## config.mk

```make
export PLATFORM = sky130hd
export DESIGN_NAME = gshare_predictor_flat
export DESIGN_NICKNAME = d
export VERILOG_FILES = /design/src/rtl/gshare_predictor_if.sv /design/src/rtl/gshare_predictor.sv /design/src/flat_wrapper.sv
export SDC_FILE = /design/constraint.sdc
export NUM_CORES = 1
export LEC_CHECK = 0
export ABC_AREA = 1
export BUFFER_PORTS_ARGS = -buffer_cell sky130_fd_sc_hd__buf_2
export CAP_MARGIN = 0
export CORE_UTILIZATION = 63
export DETAILED_ROUTE_END_ITERATION = 8
export MAX_ROUTING_LAYER = met4
export PLACE_DENSITY = 0.82
export SYNTH_ARGS = -nofsm -noshare
export SYNTH_HDL_FRONTEND = slang
export SYNTH_SLANG_ARGS = --single-unit
```

## constraint.sdc

```tcl
create_clock -name clk -period 2.25 [get_ports clk]
set_input_delay 0.1125 -clock clk [delete_from_list [all_inputs] [get_ports clk]]
set_output_delay 0.1125 -clock clk [all_outputs]
set_load 0.01 [all_outputs]
```

## src/rtl/gshare_predictor_if.sv

```systemverilog
// Fetch/resolve port bundle for the gshare predictor: prediction request and
// response, plus the single-branch training/recovery feedback channel.
interface gshare_predictor_if #(
  parameter int HIST_LEN = 8
);
  logic                pd_valid;
  logic [31:0]         pd_pc;
  logic [31:0]         pd_inst;
  logic                pd_tk;
  logic [31:0]         pd_off;
  logic [HIST_LEN-1:0] pd_hist;

  logic                fb_ena;
  logic                fb_tk;
  logic                fb_mis;
  logic [31:0]         fb_pc;
  logic [HIST_LEN-1:0] fb_hist;

  modport master (
    output pd_valid, pd_pc, pd_inst,
    output fb_ena, fb_tk, fb_mis, fb_pc, fb_hist,
    input  pd_tk, pd_off, pd_hist
  );

  modport slave (
    input  pd_valid, pd_pc, pd_inst,
    input  fb_ena, fb_tk, fb_mis, fb_pc, fb_hist,
    output pd_tk, pd_off, pd_hist
  );
endinterface

```

## src/rtl/gshare_predictor.sv

```systemverilog
// Gshare direction predictor: PC xor speculative GHR indexes a table of
// saturating counters; prediction is combinational, training/recovery on clk.
module gshare_predictor #(
  parameter int CNT_BIT  = 2,
  parameter int IDX_BIT  = 8,
  parameter int HIST_LEN = 8
) (
  input  logic                 clk,
  input  logic                 rst,
  gshare_predictor_if.slave    bus
);

  localparam int TBL_SIZE = 1 << IDX_BIT;
  localparam logic [6:0] OP_BRANCH = 7'h63;
  localparam logic [6:0] OP_JAL    = 7'h6f;
  localparam logic [CNT_BIT-1:0] CNT_MAX  = '1;
  localparam logic [CNT_BIT-1:0] CNT_INIT = CNT_MAX >> 1;

  function automatic logic [IDX_BIT-1:0] hash_idx(
    input logic [31:0]         pc,
    input logic [HIST_LEN-1:0] hist
  );
    logic [IDX_BIT-1:0] ext;
    ext = '0;
    ext[HIST_LEN-1:0] = hist;
    return pc[IDX_BIT+1:2] ^ ext;
  endfunction

  // Written as a shift so that HIST_LEN=1 degenerates to loading the bit.
  function automatic logic [HIST_LEN-1:0] hist_push(
    input logic [HIST_LEN-1:0] hist,
    input logic                bit_in
  );
    logic [HIST_LEN-1:0] res;
    res    = hist << 1;
    res[0] = bit_in;
    return res;
  endfunction

  function automatic logic [CNT_BIT-1:0] cnt_sat_step(
    input logic [CNT_BIT-1:0] cnt,
    input logic               up
  );
    if (up)
      return (cnt == CNT_MAX) ? cnt : cnt + 1'b1;
    else
      return (cnt == '0) ? cnt : cnt - 1'b1;
  endfunction

  logic [CNT_BIT-1:0]  r_cnt [TBL_SIZE];
  logic [HIST_LEN-1:0] r_ghr;

  logic                w_is_br;
  logic                w_is_jal;
  logic [IDX_BIT-1:0]  w_pd_idx;
  logic [IDX_BIT-1:0]  w_fb_idx;
  logic [31:0]         w_imm_b;
  logic [31:0]         w_imm_j;
  logic                w_tk;
  logic                w_recover;
  logic                w_unused;

  assign w_is_br   = (bus.pd_inst[6:0] == OP_BRANCH);
  assign w_is_jal  = (bus.pd_inst[6:0] == OP_JAL);
  assign w_pd_idx  = hash_idx(bus.pd_pc, r_ghr);
  assign w_fb_idx  = hash_idx(bus.fb_pc, bus.fb_hist);
  assign w_recover = bus.fb_ena & bus.fb_mis;

  assign w_imm_b = {{19{bus.pd_inst[31]}}, bus.pd_inst[31], bus.pd_inst[7],
                    bus.pd_inst[30:25], bus.pd_inst[11:8], 1'b0};
  assign w_imm_j = {{11{bus.pd_inst[31]}}, bus.pd_inst[31], bus.pd_inst[19:12],
                    bus.pd_inst[20], bus.pd_inst[30:21], 1'b0};

  // Counter read is the pre-update value when training hits the same entry.
  always_comb begin
    w_tk       = 1'b0;
    bus.pd_off = 32'd4;
    if (w_is_br) begin
      w_tk       = r_cnt[w_pd_idx][CNT_BIT-1];
      bus.pd_off = w_imm_b;
    end else if (w_is_jal) begin
      w_tk       = 1'b1;
      bus.pd_off = w_imm_j;
    end
  end

  assign bus.pd_tk   = w_tk;
  assign bus.pd_hist = r_ghr;

  // A mispredict flushes the younger fetch, so its speculative shift is dropped.
  always_ff @(posedge clk or negedge rst) begin
    if (!rst) begin
      r_ghr <= '0;
    end else if (w_recover) begin
      r_ghr <= hist_push(bus.fb_hist, bus.fb_tk);
    end else if (bus.pd_valid && w_is_br) begin
      r_ghr <= hist_push(r_ghr, w_tk);
    end
  end

  always_ff @(posedge clk or negedge rst) begin
    if (!rst) begin
      for (int i = 0; i < TBL_SIZE; i++) begin
        r_cnt[i] <= CNT_INIT;
      end
    end else if (bus.fb_ena) begin
      r_cnt[w_fb_idx] <= cnt_sat_step(r_cnt[w_fb_idx], bus.fb_tk);
    end
  end

  // PC bits outside the hash window do not affect the prediction.
  assign w_unused = ^{bus.pd_pc[1:0], bus.pd_pc[31:IDX_BIT+2],
                      bus.fb_pc[1:0], bus.fb_pc[31:IDX_BIT+2]};

endmodule

```

## src/flat_wrapper.sv

```systemverilog
// flat-port wrapper written by rule: the top's interface ports become plain ports
module gshare_predictor_flat 
#(
  parameter int CNT_BIT  = 2,
  parameter int IDX_BIT  = 8,
  parameter int HIST_LEN = 8
)
  (clk, rst, bus_pd_valid, bus_pd_pc, bus_pd_inst, bus_fb_ena, bus_fb_tk, bus_fb_mis, bus_fb_pc, bus_fb_hist, bus_pd_tk, bus_pd_off, bus_pd_hist);
  gshare_predictor_if #(.HIST_LEN(HIST_LEN)) bus_i ();
  input  logic clk;
  input  logic rst;
  input wire logic [$bits(bus_i.pd_valid)-1:0] bus_pd_valid;
  input wire logic [$bits(bus_i.pd_pc)-1:0] bus_pd_pc;
  input wire logic [$bits(bus_i.pd_inst)-1:0] bus_pd_inst;
  input wire logic [$bits(bus_i.fb_ena)-1:0] bus_fb_ena;
  input wire logic [$bits(bus_i.fb_tk)-1:0] bus_fb_tk;
  input wire logic [$bits(bus_i.fb_mis)-1:0] bus_fb_mis;
  input wire logic [$bits(bus_i.fb_pc)-1:0] bus_fb_pc;
  input wire logic [$bits(bus_i.fb_hist)-1:0] bus_fb_hist;
  output wire logic [$bits(bus_i.pd_tk)-1:0] bus_pd_tk;
  output wire logic [$bits(bus_i.pd_off)-1:0] bus_pd_off;
  output wire logic [$bits(bus_i.pd_hist)-1:0] bus_pd_hist;
  assign bus_i.pd_valid = bus_pd_valid;
  assign bus_i.pd_pc = bus_pd_pc;
  assign bus_i.pd_inst = bus_pd_inst;
  assign bus_i.fb_ena = bus_fb_ena;
  assign bus_i.fb_tk = bus_fb_tk;
  assign bus_i.fb_mis = bus_fb_mis;
  assign bus_i.fb_pc = bus_fb_pc;
  assign bus_i.fb_hist = bus_fb_hist;
  assign bus_pd_tk = bus_i.pd_tk;
  assign bus_pd_off = bus_i.pd_off;
  assign bus_pd_hist = bus_i.pd_hist;
  gshare_predictor #(.CNT_BIT(CNT_BIT), .IDX_BIT(IDX_BIT), .HIST_LEN(HIST_LEN)) u_core (.clk(clk), .rst(rst), .bus(bus_i));
endmodule
```

==> impl_metrics.tcl, run 1 <==
set metrics [dict create \
    synth_warnings 0 \
    placement.io_buffers 101 \
    outcome "stopped before the end" \
    synthDistinctLibCells 26 \
    tool.error "[ERROR GRT-0232] Routing congestion too high. Check the congestion heatmap in the GUI." \
    cts_root_buf "clkbuf_16" \
    syn_nets 4934 \
    rows 81 \
    dp.cells 5888 \
    placed_area_um2 37000 \
    ioPinCount 151 \
    synth_cells 4824 \
    die_w_um 225 \
    clk_path_buf_depth 3 \
    overflow 538 \
    groute.usage.overall_pct 89.1 \
    grt_max_degree 75 \
    numCtsBuffers 57 \
    ys_seq_area_share_pct 42.6 \
    clock_sinks 520 \
    dp_hpwl_um 80000 \
    last-stage-reached "5_1_grt" \
    start_util_pct 63.9 \
    gp_congestion 1.07 \
    die_height_um 225 \
    netlist_area_um2 31300 \
    syn_area_per_cell_um2 6.49 \
    htreeDepth 2 \
    synth_seq_cells 520 \
]
[synthesized netlist by cell type, drive strengths merged]
cell,n,area [µm²]
xnor2,14,123
o21ai,31,155
nor3,163,816
nand3,843,4220
a221oi,2,17.5
nor4,1,6.26
nand2,2182,8190
buf,144,778
nand4,9,56.3
dfstp,256,6730
dfrtp,264,6610
a31oi,2,12.5
conb,1,3.75
clkinv,12,45.0
o211ai,30,225
a32o,4,40.0
clkbuf,139,522
a21oi,5,25.0
o22ai,4,25.0
xor2,2,17.5
nor2,212,796
inv,504,1890
[through the flow]
| stage | setup slack (ps) | hold WS, ps |
|---|---|---|
| floorplan | 43.2 | -183 |
| global placement | -718 | 123 |
| detailed placement | -831 | 117 |
| CTS | -736 | 40.7 |
[routing by layer]
layer	track usage [%]	GRT overflow
met1	88.0	41
met2	96.7	255
met3	81.8	88
met4	87.7	154
met5	-	-
[logic make-up after synthesis]
kind of cell    count (synthesis)  share of synthesized area [%]
compound gates                 78                           1.60
xor+xnor                       16                          0.448
buf+inv                       799                           10.3
flops                         520                           42.6
other cells                     1                         0.0120
simple gates                 3410                           45.0
[timing repair]
action,CTS
hold buffers,9
pin swaps,109
gates cloned,72
resized for setup,394
buffers inserted,53
hold endpoints to repair,291
endpoints found under the setup margin,514
==> inputs of run 2 (changes only) <==
--- a/config.mk
+++ b/config.mk
@@ -8,10 +8,9 @@
 export ABC_AREA = 1
 export BUFFER_PORTS_ARGS = -buffer_cell sky130_fd_sc_hd__buf_2
 export CAP_MARGIN = 0
-export CORE_UTILIZATION = 63
+export CORE_UTILIZATION = 40
 export DETAILED_ROUTE_END_ITERATION = 8
-export MAX_ROUTING_LAYER = met4
-export PLACE_DENSITY = 0.82
+export PLACE_DENSITY_LB_ADDON = 0.15
 export SYNTH_ARGS = -nofsm -noshare
 export SYNTH_HDL_FRONTEND = slang
 export SYNTH_SLANG_ARGS = --single-unit
==> impl_metrics.tcl, run 2 <==
set metrics [dict create \
    finalCriticalPeriod_ps 3240 \
    grt_pass1_vias 34300 \
    grt_max_degree 89 \
    outcome "complete, but fails checks" \
    synthAdderAreaFrac_pct 0 \
    relSlewSlack_pct 47.3 \
    cts_tree "done" \
    finClkSkew_ps 20.7 \
    wl_met3_um 17700 \
    synth_area_leader_cell "nand2_1" \
    fin_util_pct 62.4 \
    swShare_pct 36.5 \
    routed_wl_um 154000 \
    firstDrtPassIters 6 \
    startpoint_type "flip-flop" \
    ys_seq_area_share_pct 42.6 \
    die_height_um 282 \
    synthDistinctLibCells 26 \
    synth_warnings 0 \
    worst_slack_ps -993 \
    power_frac_clock_pct 28.5 \
    hold_path.class "primary input to async pin" \
    vias 37100 \
    layout.nets 5659 \
    finalSetupViolCount 514 \
    finalSetupTns_ps -120660 \
    drc 0 \
    largest_reg_flops 512 \
    grt_pass1_wl_um 215000 \
    rrSetupSlack_ps -550 \
    antenna_found_initial 5 \
    die_area_um2 79400 \
    clk_path_buf_depth 3 \
    cap_violations 0 \
    rsz0062_at_grt "true" \
    final_cell_mix "nand2_1, buf_4, nand3_1" \
    worst_ir_drop_vdd_v 0.000707 \
    tightest_slew_ps 784 \
    detail-route-antenna-nets 0 \
    synth_common_cells "nand2_1, nand3_1, inv_1, dfrtp_1, dfstp_2" \
    leakage_nw 22.8 \
    path_clk_slew_ps 70 \
    drt-met1-wl_um 59400 \
    placement.io_buffers 101 \
    placed_area_um2 38400 \
    async_reset_ff_share_pct 100 \
    arrival_ps 3130 \
    crit_required_ps 2140 \
    die_w_um 282 \
    syn_area_per_cell_um2 6.49 \
    vias_per_cell 5.58 \
    violations "setup timing" \
    route.met2.wl_um 65700 \
    fin_area_um2 48300 \
    rows 102 \
    finalMaxSlewViolations 0 \
    clk-insertion-delay-late_ps 620 \
    start_util_pct 40.4 \
    fmax_ghz 0.308 \
    netlist_area_um2 31300 \
    switchingPower_mw 14.3 \
    gp_congestion 0.982 \
    power.density_nw_per_um2 812 \
    area_growth_pct 54.4 \
    groute.usage.overall_pct 36.5 \
    drive_above_1_share_pct 36.4 \
    wire_per_inst_um 23.1 \
    synth_most_common_cell "nand2_1" \
    synth_area_leaders "nand2_1, dfstp_2, dfrtp_1" \
    synth_top_area_share_pct 26.2 \
    coreArea_um2 77500 \
    synth-simple-area-share_pct 45.0 \
    p_comb_share_pct 42.8 \
    nFillCells 6687 \
    synth_edf_count 0 \
    htreeDepth 3 \
    synth_compound_area_share_pct 1.60 \
    regArea_um2 13300 \
    ys.flop_type "dfrtp_1" \
    worstSetupPathType "flip-flop to output pin" \
    seq_power_share_pct 28.7 \
    muxShareOfSynthArea_pct 0 \
    dp_hpwl_um 90100 \
    finalHoldViolCount 0 \
    p_int_mw 24.9 \
    synth_top_family_by_area "simple AND/OR/NAND/NOR gates" \
    post-route-period-util_pct 144 \
    syn_nets 4934 \
    synth_seq_cells 520 \
    drt_iter0_markers 4652 \
    multiInputGateArea_um2 18400 \
    overflow 0 \
    numCtsBuffers 68 \
    ioPinCount 151 \
    synthXorXnorAreaFrac_pct 0.448 \
    cp_max_fo 8 \
    synth_cells 4824 \
    final_common_cell "nand2_1" \
    clock_sinks 520 \
    top_register "u_core.r_cnt" \
    dr.max_layer_used "met5" \
    cts_root_buf "clkbuf_16" \
    cp-end-kind "output pin" \
]
[run 2: cell counts after synthesis]
Identical to the previous run, type by type.
[run 2: layer usage]
metal  track usage [%]  vias to the layer above
li1                  -                    16600
met1              48.3                    17600
met2              54.8                     2275
met3              8.15                      595
met4              20.8                        8
met5                 0                        -
[run 2: path summary, 6_finish.rpt]
| path | startpoint | endpoint | depth (start not counted) |
|---|---|---|---|
| min reg2reg | u_core.r_cnt[160] | u_core.r_cnt[160] | 2 |
| max reg2reg | u_core.bus.pd_hist[0] | u_core.bus.pd_hist[0] | 16 |
| max | u_core.bus.pd_hist[0] | bus_pd_tk | 17 |
| max in group asynchronous | rst | u_core.r_cnt[160] | 4 |
| min | rst | u_core.r_cnt[67] | 2 |
| min in group clk | bus_fb_tk | u_core.bus.pd_hist[0] | 5 |
[run 2: critical path, stage by stage (launching register included)]
cell	delay, ps
dfrtp_2	510
inv_4	130
nand2_8	90
nand2_8	150
buf_12	210
buf_12	150
nand2_1	50
nand2_1	70
nand2_1	100
nand3_2	100
nand3_2	90
nand3_2	90
nand3_2	80
nand3_2	110
nand3_4	110
buf_6	130
a31oi_1	150
buf_2	160
[run 2: kinds of logic after synthesis]
family                    Yosys count
and+or+nand+nor                  3410
other                               1
DFF                               520
AOI/OAI and AO/OA                  78
xor gates and xnor gates           16
buffers and inverters             799
[run 2: layout make-up]
cell class | count | area share, %
antenna | 3 | 0.0155
clock buffer | 106 | 4.22
clock inverter | 17 | 0.388
inverter | 516 | 4.02
multi-input combinational | 3507 | 38.2
sequential | 520 | 27.6
tap | 1040 | 2.69
timing repair buffer | 936 | 22.9
[run 2: power groups by stage]
| stage | clock [mW] | combinational (mW) | sequential [mW] |
|---|---|---|---|
| CTS | 11.2 | 14.3 | 11.2 |
| finish | 11.2 | 16.8 | 11.2 |
| detailed placement | 0 | 9.48 | 11.3 |
| global route | 11.6 | 17.2 | 11.3 |
| global placement | 0 | 9.42 | 11.3 |
| floorplan | 0 | 4.40 | 11.2 |
[run 2: metrics by stage]
| stage | power, mW | hold WS [ps] | setup slack (ps) | instances |
|---|---|---|---|---|
| 6_report | 39.2 | 36.8 | -993 | 6645 |
| 5_1_grt | 40.1 | 67.9 | -1050 | 6642 |
| 4_1_cts | 36.7 | 20.5 | -925 | 6595 |
| 3_5_place_dp | 20.8 | 70.0 | -827 | 6338 |
| 3_3_place_gp | 20.8 | 65.3 | -816 | 6338 |
| 2_1_floorplan | 15.6 | -183 | 43.2 | 4824 |
[run 2: timing repair]
action | CTS | global route
buffers inserted | 54 | 33
hold buffers | 6 | 0
endpoints found under the setup margin | 514 | 514
pin swaps | 207 | 268
endpoints found under the hold margin | 260 | 0
cloned | 77 | 41
gates resized for setup | 450 | 666
No activity file was read; power rests on OpenSTA's default activity.
